$ cat config.mk
export PLATFORM = sky130hd
export DESIGN_NAME = input_feeder
export DESIGN_NICKNAME = d
export VERILOG_FILES = /design/src/rtl/input_feeder_pkg.sv /design/src/rtl/feeder_buffer.sv /design/src/rtl/input_feeder.sv
export SDC_FILE = /design/constraint.sdc
export NUM_CORES = 1
export LEC_CHECK = 0
export CORE_ASPECT_RATIO = 0.6
export CORE_MARGIN = 2
export CORE_UTILIZATION = 30
export DETAILED_ROUTE_END_ITERATION = 8
export SYNTH_ARGS = -nofsm -noshare
export SYNTH_HDL_FRONTEND = slang
export SYNTH_SLANG_ARGS = --single-unit
$ cat constraint.sdc
create_clock -name clock -period 6 [get_ports clock]
set_input_delay 0.9 -clock clock [delete_from_list [all_inputs] [get_ports clock]]
set_output_delay 0.9 -clock clock [all_outputs]
set_load 0.05 [all_outputs]
$ cat src/rtl/input_feeder_pkg.sv
// Shared types and sizing for the input feeder: state encoding and buffer geometry.
// Geometry comes from `BIN_LEN, `INPUT_WIDTH and `INPUT_HEIGHT (defaults 8, 4, 4).
`ifndef BIN_LEN
`define BIN_LEN 8
`endif
`ifndef INPUT_WIDTH
`define INPUT_WIDTH 4
`endif
`ifndef INPUT_HEIGHT
`define INPUT_HEIGHT 4
`endif

package input_feeder_pkg;

  localparam int unsigned FEEDER_BIN_LEN = `BIN_LEN;
  localparam int unsigned FEEDER_DEPTH   = `INPUT_WIDTH * `INPUT_HEIGHT;
  localparam int unsigned FEEDER_ADDR_W  = (FEEDER_DEPTH > 1) ? $clog2(FEEDER_DEPTH) : 1;

  typedef enum logic [2:0] {
    StIdle,
    StLoad,
    StLoaded,
    StServe,
    StRd,
    StResp,
    StGap,
    StDone
  } feeder_state_e;

endpackage

$ cat src/rtl/feeder_buffer.sv
// Feature-map store for the input feeder: 1R1W synchronous RAM with a registered read port.
module feeder_buffer #(
  parameter int unsigned Width = 8,
  parameter int unsigned Depth = 16,
  parameter int unsigned AddrW = 4
) (
  input  logic             clock,
  input  logic             wr_en,
  input  logic [AddrW-1:0] wr_addr,
  input  logic [Width-1:0] wr_data,
  input  logic             rd_en,
  input  logic [AddrW-1:0] rd_addr,
  output logic [Width-1:0] rd_data
);

  logic [Width-1:0] mem_q [Depth];

  always_ff @(posedge clock) begin
    if (wr_en) mem_q[wr_addr] <= wr_data;
    if (rd_en) rd_data <= mem_q[rd_addr];
  end

endmodule

$ cat src/rtl/input_feeder.sv
// Input feeder: host loads one feature map, processing_unit then pulls it value by value.
// Define INPUT_FEEDER_PREFETCH_EN to preload the next value and cut response latency to 1.
module input_feeder
  import input_feeder_pkg::*;
(
  input  logic                      clock,
  input  logic                      reset,
  input  logic                      load_start,
  input  logic                      wr_en,
  input  logic [FEEDER_BIN_LEN-1:0] wr_data,
  output logic                      wr_reject,
  output logic                      load_done,
  input  logic                      serve_start,
  input  logic                      input_req,
  output logic [FEEDER_BIN_LEN-1:0] input_val,
  output logic                      input_ready,
  output logic                      feeder_done
);

  localparam int unsigned DEPTH  = FEEDER_DEPTH;
  localparam int unsigned ADDR_W = FEEDER_ADDR_W;
  localparam logic [ADDR_W-1:0] LAST_ADDR = ADDR_W'(DEPTH - 1);

  feeder_state_e             state_q;
  logic [ADDR_W-1:0]         wr_ptr_q, rd_ptr_q, rd_addr;
  logic                      last_q;
  logic [FEEDER_BIN_LEN-1:0] rd_data;
  logic                      accept, serve_go, mem_wr, mem_rd, rd_wrap;

  assign accept   = (state_q == StServe) && input_req;
  assign serve_go = serve_start && ((state_q == StLoaded) || (state_q == StDone));
  assign mem_wr   = (state_q == StLoad) && wr_en && !load_start;
  assign rd_wrap  = (rd_ptr_q == LAST_ADDR);

  // Read address tracks the pointer value of the next cycle so prefetched data is never stale.
  always_comb begin
    rd_addr = rd_ptr_q;
    if (serve_go) begin
      rd_addr = '0;
    end else if (state_q == StResp) begin
      rd_addr = rd_wrap ? '0 : rd_ptr_q + 1'b1;
    end
  end

`ifdef INPUT_FEEDER_PREFETCH_EN
  assign mem_rd = 1'b1;
`else
  assign mem_rd = accept;
`endif

  feeder_buffer #(
    .Width(FEEDER_BIN_LEN),
    .Depth(DEPTH),
    .AddrW(ADDR_W)
  ) u_buffer (
    .clock  (clock),
    .wr_en  (mem_wr),
    .wr_addr(wr_ptr_q),
    .wr_data(wr_data),
    .rd_en  (mem_rd),
    .rd_addr(rd_addr),
    .rd_data(rd_data)
  );

  always_ff @(posedge clock) begin
    if (reset) begin
      state_q     <= StIdle;
      wr_ptr_q    <= '0;
      rd_ptr_q    <= '0;
      last_q      <= 1'b0;
      wr_reject   <= 1'b0;
      load_done   <= 1'b0;
      input_val   <= '0;
      input_ready <= 1'b0;
      feeder_done <= 1'b0;
    end else begin
      wr_reject   <= wr_en && ((state_q != StLoad) || load_start);
      input_ready <= 1'b0;
      // load_start overrides everything, including an in-flight response.
      if (load_start) begin
        state_q     <= StLoad;
        wr_ptr_q    <= '0;
        load_done   <= 1'b0;
        feeder_done <= 1'b0;
      end else begin
        unique case (state_q)
          StLoad: begin
            if (wr_en) begin
              wr_ptr_q <= wr_ptr_q + 1'b1;
              if (wr_ptr_q == LAST_ADDR) begin
                state_q   <= StLoaded;
                load_done <= 1'b1;
              end
            end
          end
          StLoaded, StDone: begin
            if (serve_start) begin
              state_q     <= StServe;
              rd_ptr_q    <= '0;
              feeder_done <= 1'b0;
            end
          end
          StServe: begin
            if (accept) begin
`ifdef INPUT_FEEDER_PREFETCH_EN
              input_val   <= rd_data;
              input_ready <= 1'b1;
              state_q     <= StResp;
`else
              state_q     <= StRd;
`endif
            end
          end
          StRd: begin
            input_val   <= rd_data;
            input_ready <= 1'b1;
            state_q     <= StResp;
          end
          StResp: begin
            rd_ptr_q <= rd_addr;
            last_q   <= rd_wrap;
            state_q  <= StGap;
          end
          StGap: begin
            if (last_q) begin
              state_q     <= StDone;
              feeder_done <= 1'b1;
            end else begin
              state_q <= StServe;
            end
          end
          default: state_q <= StIdle;
        endcase
      end
    end
  end

endmodule

# ---- After elaboration in Yosys (flattened, before gate mapping)
# Memories as Yosys holds them, arrays and structs flattened. A register that Yosys moved wholly into a read port is not among the register bits.
# Cells that the tools add are included.
dict set report word_totals {
  memories 1
  out_inout_bits 12
  mem_bits_rw 128
  regBits 24
}
dict set report classes {
  muxes 18
  n_reduce_logical 20
  n_eq_ne 19
  addsub 2
  bitwise 1
}
# name depth width rd rd_clocked_by_memory_dff write_ports line_no
set memory_table {}
lappend memory_table {u_buffer.mem_q 16 8 1 1 1 feeder_buffer.sv:16} ;# logic [Width-1:0] mem_q [Depth];
# op count
set ops {}
lappend ops {{$pmux 3 s6} 1}
lappend ops {{$mux 4} 4}
lappend ops {{$mux 3} 5}
lappend ops {{$eq 3x3->1 const B} 4}
lappend ops {{$ne 3x3->1 const B} 3}
lappend ops {{$reduce_and 3->1} 3}
lappend ops {{$add 4x1->4 const B} 2}
lappend ops {{$eq 4x4->1 const B} 2}
lappend ops {{$ne 2x2->1 const B} 4}
lappend ops {{$pmux 4 s2} 1}
lappend ops {{$reduce_and 4->1} 2}
lappend ops {{$eq 3x2->1 const B} 2}
lappend ops {{$mux 1} 6}
lappend ops {{$reduce_and 2->1} 3}
lappend ops {{$logic_and 1x1->1} 5}
lappend ops {{$reduce_bool 2->1} 2}
lappend ops {{$reduce_or 2->1} 2}
lappend ops {{$eq 3x1->1 const B} 1}
lappend ops {{$ne 3x1->1 const B} 1}
lappend ops {{$ne 3x2->1 const B} 1}
lappend ops {{$logic_or 1x1->1} 2}
lappend ops {{$ne 2x1->1 const B} 1}
lappend ops {{$pmux 1 s2} 1}
lappend ops {{$logic_not 1->1} 1}
lappend ops {{$not 1->1} 1}

# ---- Depth between registers and ports, before layout
# Gate-level depths: netlist of the first run.
dict set report depth {
  ltp_word 5
  depth_mapped 10
  mapped_depth_nobuf 7
}

# ---- Hierarchy
# From an unflattened synthesis of the first run, not the netlist that was laid out.
dict set report hier_totals {
  cells_unflattened 370
  area_unflattened_um2 6401.1
}
# module area_each_um2 instances cells_per_inst seq_area_each_um2
set by_module_without_submodules {}
lappend by_module_without_submodules {feeder_buffer 5227.5 1 229 4083.9}
lappend by_module_without_submodules {input_feeder 1173.6 1 141 480.5}

# ---- Least setup slack after synthesis of the first run
# OpenSTA, ideal clock, no wires.
dict set report synth_path {
  path_kind {input port to flip-flop}
  startpoint {input wr_en}
  endpoint {memory u_buffer.mem_q[1][0] (enable)}
  t_arrival_ps 2224
  required_time_ps 5617
  setup_slack_ps 3393
  cell_stages 5
  setup_ps 383
  path_cell_list {and3_1 > clkbuf_1 > nor2b_1 > nand2_1 > nor3_1}
}
dict set report synth_between {
  elab_chain_len 4
}
# item line_no
set synth_lines {}
lappend synth_lines {{from (decl)} input_feeder.sv:9} ;# input logic wr_en,
lappend synth_lines {{$logic_and 1x1->1 (2 in series)} input_feeder.sv:32} ;# assign mem_wr = (state_q == StLoad) && wr_en && !load_start;
lappend synth_lines {{$mux 1} feeder_buffer.sv:19} ;# if (wr_en) mem_q[wr_addr] <= wr_data;
lappend synth_lines {{$mux 1 (not written as such)} feeder_buffer.sv:19}
lappend synth_lines {{to (decl)} feeder_buffer.sv:16}
# Every way passes these cells.

# ---- Worst setup path after layout of the first run
dict set report layout_path {
  startpoint {input serve_start}
  endpoint {register u_buffer.rd_data[4] (read register of u_buffer.mem_q), data pin}
}
dict set report layout_between {
  elab_chain_len 2
}
# item line_no
set layout_lines {}
lappend layout_lines {{from (decl)} input_feeder.sv:13} ;# input logic serve_start,
lappend layout_lines {{$logic_and 1x1->1} input_feeder.sv:31} ;# assign serve_go = serve_start && ((state_q == StLoaded) || (state_q == StDone));
lappend layout_lines {{$mux 4} input_feeder.sv:38} ;# if (serve_go) begin
lappend layout_lines {{to (decl)} feeder_buffer.sv:13} ;# output logic [Width-1:0] rd_data
# Every way passes these cells.
# A chain may end at the register's enable or synchronous reset.

==> results of run 1 <==
## placed cells by master, fill, tap and decap left out, drive strengths merged, types with 4 or more instances in the layout
master	count
nor2	31
edfxtp	136
nor3	6
clkbuf	19
clkdlybuf4s50	25
a2111oi	8
clkinv	5
nand2b	4
a211oi	16
buf	5
nand2	36
a21oi	24
nand3	28
inv	11
o21ai	32
dfxtp	24
mux2i	26
o22a	8
mux2	16
ha	5
o2111ai	8
## per-layer routing
layer / global-route usage, % / vias to the layer above / wire [um]
li1: - / 1934 / -
met1: 23.38 / 2155 / 8692
met2: 18.27 / 149 / 6427
met3: 3.487 / 8 / 1085
met4: 2.961 / 0 / 79
met5: 0 / - / 0
## layout make-up
type	count	area share, %
flip-flops and latches	160	57.85
multi-input cells	296	25.85
clock buffers	18	5.439
well taps	286	4.535
repair buffers	31	3.742
clock inverters	13	2.252
inverters	7	0.3330
## state kept, by name, indices dropped and copies added, names as in the netlist, 3 cells and up
register and flops:
u_buffer.mem_q 128, rd_ptr_q 4, u_buffer.rd_data 8, input_val 8, state_q 3, wr_ptr_q 4
## tightest hold or removal path: cells and delay by family, from the launching register on
kind               cells  cell delay [ns]
AOI/OAI and AO/OA      1             0.05
and+or+nand+nor        1             0.05
DFF                    1             0.31
## cells by family (layout without fill, tap and decap cells)
| kind of cell | count (synthesis) | in the layout | share of synthesized area (%) |
|---|---|---|---|
| flip-flops | 160 | 160 | 67.63 |
| AND/OR/NAND/NOR | 128 | 128 | 9.418 |
| AO/OA/AOI/OAI | 115 | 115 | 11.85 |
| multiplexers | 42 | 42 | 6.804 |
| buffers and inverters | 34 | 69 | 2.318 |
| XOR/XNOR | 6 | 6 | 1.057 |
| adder cells (fa/ha/maj) | 5 | 5 | 0.9270 |
## per-stage QoR
step           area (um2)  total power, mW
3_3_place_gp         7271            1.274
4_1_cts              7878            2.398
3_5_place_dp         7271            1.276
5_1_grt              7890            2.450
6_report             7890            2.385
2_1_floorplan        6749            1.248
## path summary, 6_finish.rpt
path / endpoint / start / slack (ns) / cells past startpoint
max reg2reg: u_buffer.rd_data[4] / state_q[2] / 2.49 / 6
min reg2reg: input_val[2] / input_val[2] / 0.46 / 2
max: u_buffer.rd_data[4] / serve_start / 2.41 / 7
min: input_val[2] / input_val[2] / 0.46 / 2
## report_power, final
group	internal (mW)	leakage, nW	switching (mW)	total [mW]
Clock	0.663	0.295	0.471	1.13
Combinational	0.0135	0.616	0.0287	0.0422
Sequential	1.21	1.42	0.00245	1.21
==> results_dict.tcl, run 1 <==
set metrics [dict create \
    fin_ws_ns 2.412 \
    first_pass_iters 7 \
    synthTopCellsByArea "edfxtp_1 61%, dfxtp_1 7.1%, mux2i_1 3.9%" \
    ys_types 55 \
    routed_wl_um 16280 \
    clock_path_buffers 2 \
    crit_path_cell_trace "clkdlybuf4s50_1, nand2_1, o2bb2ai_4, nor2_4, mux2_4, a2111oi_1, o2111ai_1" \
    grt_max_degree 28 \
    yosysMostFrequentCell "edfxtp_1" \
    synth_seq_cells 160 \
    post_layout_nonfiller_instances 811 \
    final_core_util_pct 35.75 \
    whs_ns 0.4559 \
    drt_iter0_drc 485 \
    gp_congestion 0.8707 \
    grt_pass1_vias 4119 \
    maxSlewHeadroom_pct 14.74 \
    cp.required_ns 6.13 \
    dieArea_um2 23750 \
    hpwl_um 11210 \
    max_stage_delay_ns 0.68 \
    drc 0 \
    grtUsageTotal_pct 14.21 \
    setup_tns_ns 0 \
    multi_input_area_um2 2039 \
    cp-end-kind "register" \
    via_per_inst 5.236 \
    layout-drive-gt1-share_pct 11.81 \
    fill_cells 2121 \
    layout.nets 532 \
    cp-start-kind "input port" \
    synth_edf_count 136 \
    io_buffers 25 \
    wl_per_cell_um 20.08 \
    seq_area_frac_synth_pct 67.63 \
    antenna_found_initial 0 \
    irDropWorstVdd_mv 0.2036 \
    drv_cap 0 \
    dp_cells 779 \
    fp-row-count 42 \
    path_buf_inv 1 \
    hold_violations 0 \
    num_io_pins 26 \
    cts_sinks 160 \
    syn_area_um2 6749 \
    ys_async_sr_fraction_pct 0 \
    die_y_um 120.2 \
    critPathKind "input port to register" \
    holdBufCountCts 0 \
    start_util_pct 30.58 \
    clkSlewWorstSetupHoldPaths_ns 0.07 \
    slew_viol_final 0 \
    clk_latency_ns 0.42 \
    timing.fmax_mhz 278.7 \
    synth_cells 490 \
    ys_top_cells_by_count "136 x edfxtp_1, 36 x nand2_1, 31 x o21ai_0" \
    post-cts-setup-buffers 0 \
    cellLeakagePower_nw 2.327 \
    cp_top_family "compound AO/OA/AOI/OAI gates" \
    die_w_um 197.6 \
    finalCritPeriodShare_pct 59.81 \
    antenna_left 0 \
    synthFlopType "edfxtp_1" \
    outcome "finished, final reports clean" \
    cp_slowest_cell "nor2_4" \
    cp_data_arrival_time_ns 3.72 \
    yosys_warnings 0 \
    tightest_slew_ns 1.269 \
    fin_crit_ns 3.588 \
    rsz0062_at_grt "no" \
    setup_viol 0 \
    cts-buffers-inserted 17 \
    post_cts_resize_count 0 \
    h-tree-depth 4 \
    root_buffer "clkbuf_16" \
    hold_class "register to register" \
    avgSynthCellArea_um2 13.77 \
    fp.coreArea_um2 22070 \
    cp_max_fo 27 \
    finClkSkew_ns 0.009579 \
    synthToLayoutAreaGrowth_pct 16.91 \
    cts_tree "built" \
    place_ws_ns 2.002 \
    synth_top_area_share_pct 60.51 \
    synth_top_area_cell "edfxtp_1" \
    syn_nets 509 \
    via_count 4246 \
    grt-ovfl-total 0 \
    power_density_nw_per_um2 302.3 \
    antenna_cells 0 \
    ff_latch_area_um2 4564 \
    grt_first_pass_wirelength_um 24880 \
]
Power figures use the tool's default switching activity.
==> inputs of run 2 (changes only) <==
==> constraint.sdc (replaced) <==
create_clock -name clock -period 2.95 [get_ports clock]
set_input_delay 0.4425 -clock clock [delete_from_list [all_inputs] [get_ports clock]]
set_output_delay 0.4425 -clock clock [all_outputs]
set_load 0.05 [all_outputs]
==> run 2 against run 1 <==
Hold slack better by 0.0048 ns. Routed wire length down 2.6%. Register-to-register slack got worse by 2.4 ns. Core utilization rose by 1.2 points. Critical path type is now register to register. Critical endpoint is now u_buffer.rd_data[7].
==> results_dict.tcl, run 2 (same netlist as run 1, synthesis figures left out) <==
set metrics [dict create \
    fin_ws_ns 0.09714 \
    cts_sinks 160 \
    drt_iter0_drc 425 \
    io_buffers 25 \
    grt_pass1_vias 4133 \
    top_register "u_buffer.mem_q" \
    via_count 4351 \
    met1_usage_pct 22.14 \
    timing.fmax_mhz 350.5 \
    grtUsageTotal_pct 14.02 \
    place_ws_ns -0.008285 \
    pwr-share-clk_pct 46.8 \
    cp_slowest_cell "a2111oi_1" \
    outcome "finished, final reports clean" \
    antenna_left 0 \
    top_regs "u_buffer.mem_q (128), input_val (8), u_buffer.rd_data (8)" \
    layout-drive-gt1-share_pct 16.52 \
    largest_reg_flops 128 \
    p_comb_share_pct 2.0 \
    switchingPower_mw 0.9623 \
    holdBufCountCts 0 \
    power_density_nw_per_um2 588.4 \
    h-tree-depth 4 \
    dieArea_um2 23750 \
    hpwl_um 11030 \
    cts_tree "built" \
    die_w_um 197.6 \
    cp_top_family "compound AO/OA/AOI/OAI gates" \
    switching_share_pct 20.08 \
    grt-ovfl-total 0 \
    clkSlewWorstSetupHoldPaths_ns 0.06 \
    grt_use_met2_pct 18.51 \
    drv_cap 0 \
    busiest_layer "met1" \
    irDropWorstVdd_mv 0.4117 \
    grt_max_degree 27 \
    first_pass_iters 5 \
    clock_path_buffers 2 \
    num_io_pins 26 \
    synthToLayoutAreaGrowth_pct 20.67 \
    post_cts_resize_count 0 \
    p_total_mw 4.792 \
    cp-start-kind "register" \
    final_cell_mix "136 x edfxtp_1, 36 x nand2_1, 35 x buf_4" \
    die_y_um 120.2 \
    grt_use_met3_pct 3.682 \
    slew_viol_final 0 \
    fin_crit_ns 2.853 \
    setup_viol 0 \
    finalCritPeriodShare_pct 96.71 \
    hold_class "register to register" \
    cp.required_ns 3.06 \
    critPathKind "register to register" \
    via_per_inst 5.161 \
    cp_max_fo 6 \
    crit_path_cell_trace "ha_1, and4b_1, o2bb2ai_4, nor2_4, mux2_2, a2111oi_1, o2111ai_1" \
    rsz0062_at_grt "no" \
    max_stage_delay_ns 0.63 \
    antenna_found_initial 0 \
    final_common_cell "edfxtp_1" \
    antenna_cells 0 \
    hold_violations 0 \
    gp_congestion 0.8020 \
    cp-end-kind "register" \
    routed_wl_um 15860 \
    clk_latency_ns 0.42 \
    grt_first_pass_wirelength_um 24340 \
    fp.coreArea_um2 22070 \
    fp-row-count 42 \
    internal-power_mw 3.830 \
    p_seq_share_pct 51.3 \
    path_buf_inv 0 \
    tightest_slew_ns 1.137 \
    finClkSkew_ns 0.009545 \
    post-cts-setup-buffers 0 \
    cp_data_arrival_time_ns 2.97 \
    start_util_pct 30.58 \
    setup_tns_ns 0 \
    cellLeakagePower_nw 2.490 \
    cts-buffers-inserted 17 \
    drc 0 \
    root_buffer "clkbuf_16" \
    wl_per_cell_um 18.81 \
    layout.nets 563 \
    maxSlewHeadroom_pct 24.05 \
]
==> run 2: cell count changes in the layout (fill, tap and decap cells not counted), sizes merged <==
cell,change
buf,+32
clkbuf,+2
clkinv,-2
==> run 2: area by class of cell <==
cell class | instances | area [um2]
Inverter | 7 | 26.28
Sequential cell | 160 | 4564
Clock inverter | 11 | 152.6
Multi-Input combinational cell | 296 | 2049
Clock buffer | 21 | 440.4
Tap cell | 286 | 357.8
Timing Repair Buffer | 62 | 553.0
Fill cell | 2094 | 13930
==> run 2: through the flow <==
stage	cells	hold WS (ns)	util, %	instance area, um2
after CTS	843	0.4604	36.83	8129
after floorplan	490	0.4635	-	6749
after global routing	843	0.4834	36.90	8144
final	843	0.4607	36.90	8144
after detailed placement	811	0.4517	34.14	7536
after global placement	811	0.4443	34.14	7536
==> run 2: worst min-delay path: stages (launching register included) <==
cell	delay, ns
dfxtp_1	0.31
nand2_1	0.05
a21oi_1	0.05
==> run 2: path summary, 6_finish.rpt <==
path,from,end,slack [ns],cells past startpoint
max,rd_ptr_q[1],u_buffer.rd_data[7],0.1,7
max reg2reg,rd_ptr_q[1],u_buffer.rd_data[7],0.1,7
min,input_val[2],input_val[2],0.46,2
min reg2reg,input_val[2],input_val[2],0.46,2
==> run 2: power groups by stage <==
| stage | Sequential (mW) | Combinational [mW] | Clock, mW |
|---|---|---|---|
| 2_1_floorplan | 2.51 | 0.0303 | 0 |
| 3_3_place_gp | 2.51 | 0.0909 | 0 |
| 3_5_place_dp | 2.51 | 0.0943 | 0 |
| 4_1_cts | 2.46 | 0.0947 | 2.28 |
| 5_1_grt | 2.46 | 0.103 | 2.38 |
| 6_report | 2.46 | 0.0935 | 2.24 |
==> run 2: per-layer routing <==
layer / part of all wire (%) / vias to the layer above / wire [um]
li1: - / 1999 / -
met1: 51 / 2150 / 8041
met2: 40 / 193 / 6289
met3: 9.0 / 9 / 1435
met4: 0.58 / 0 / 92
met5: 0 / - / 0
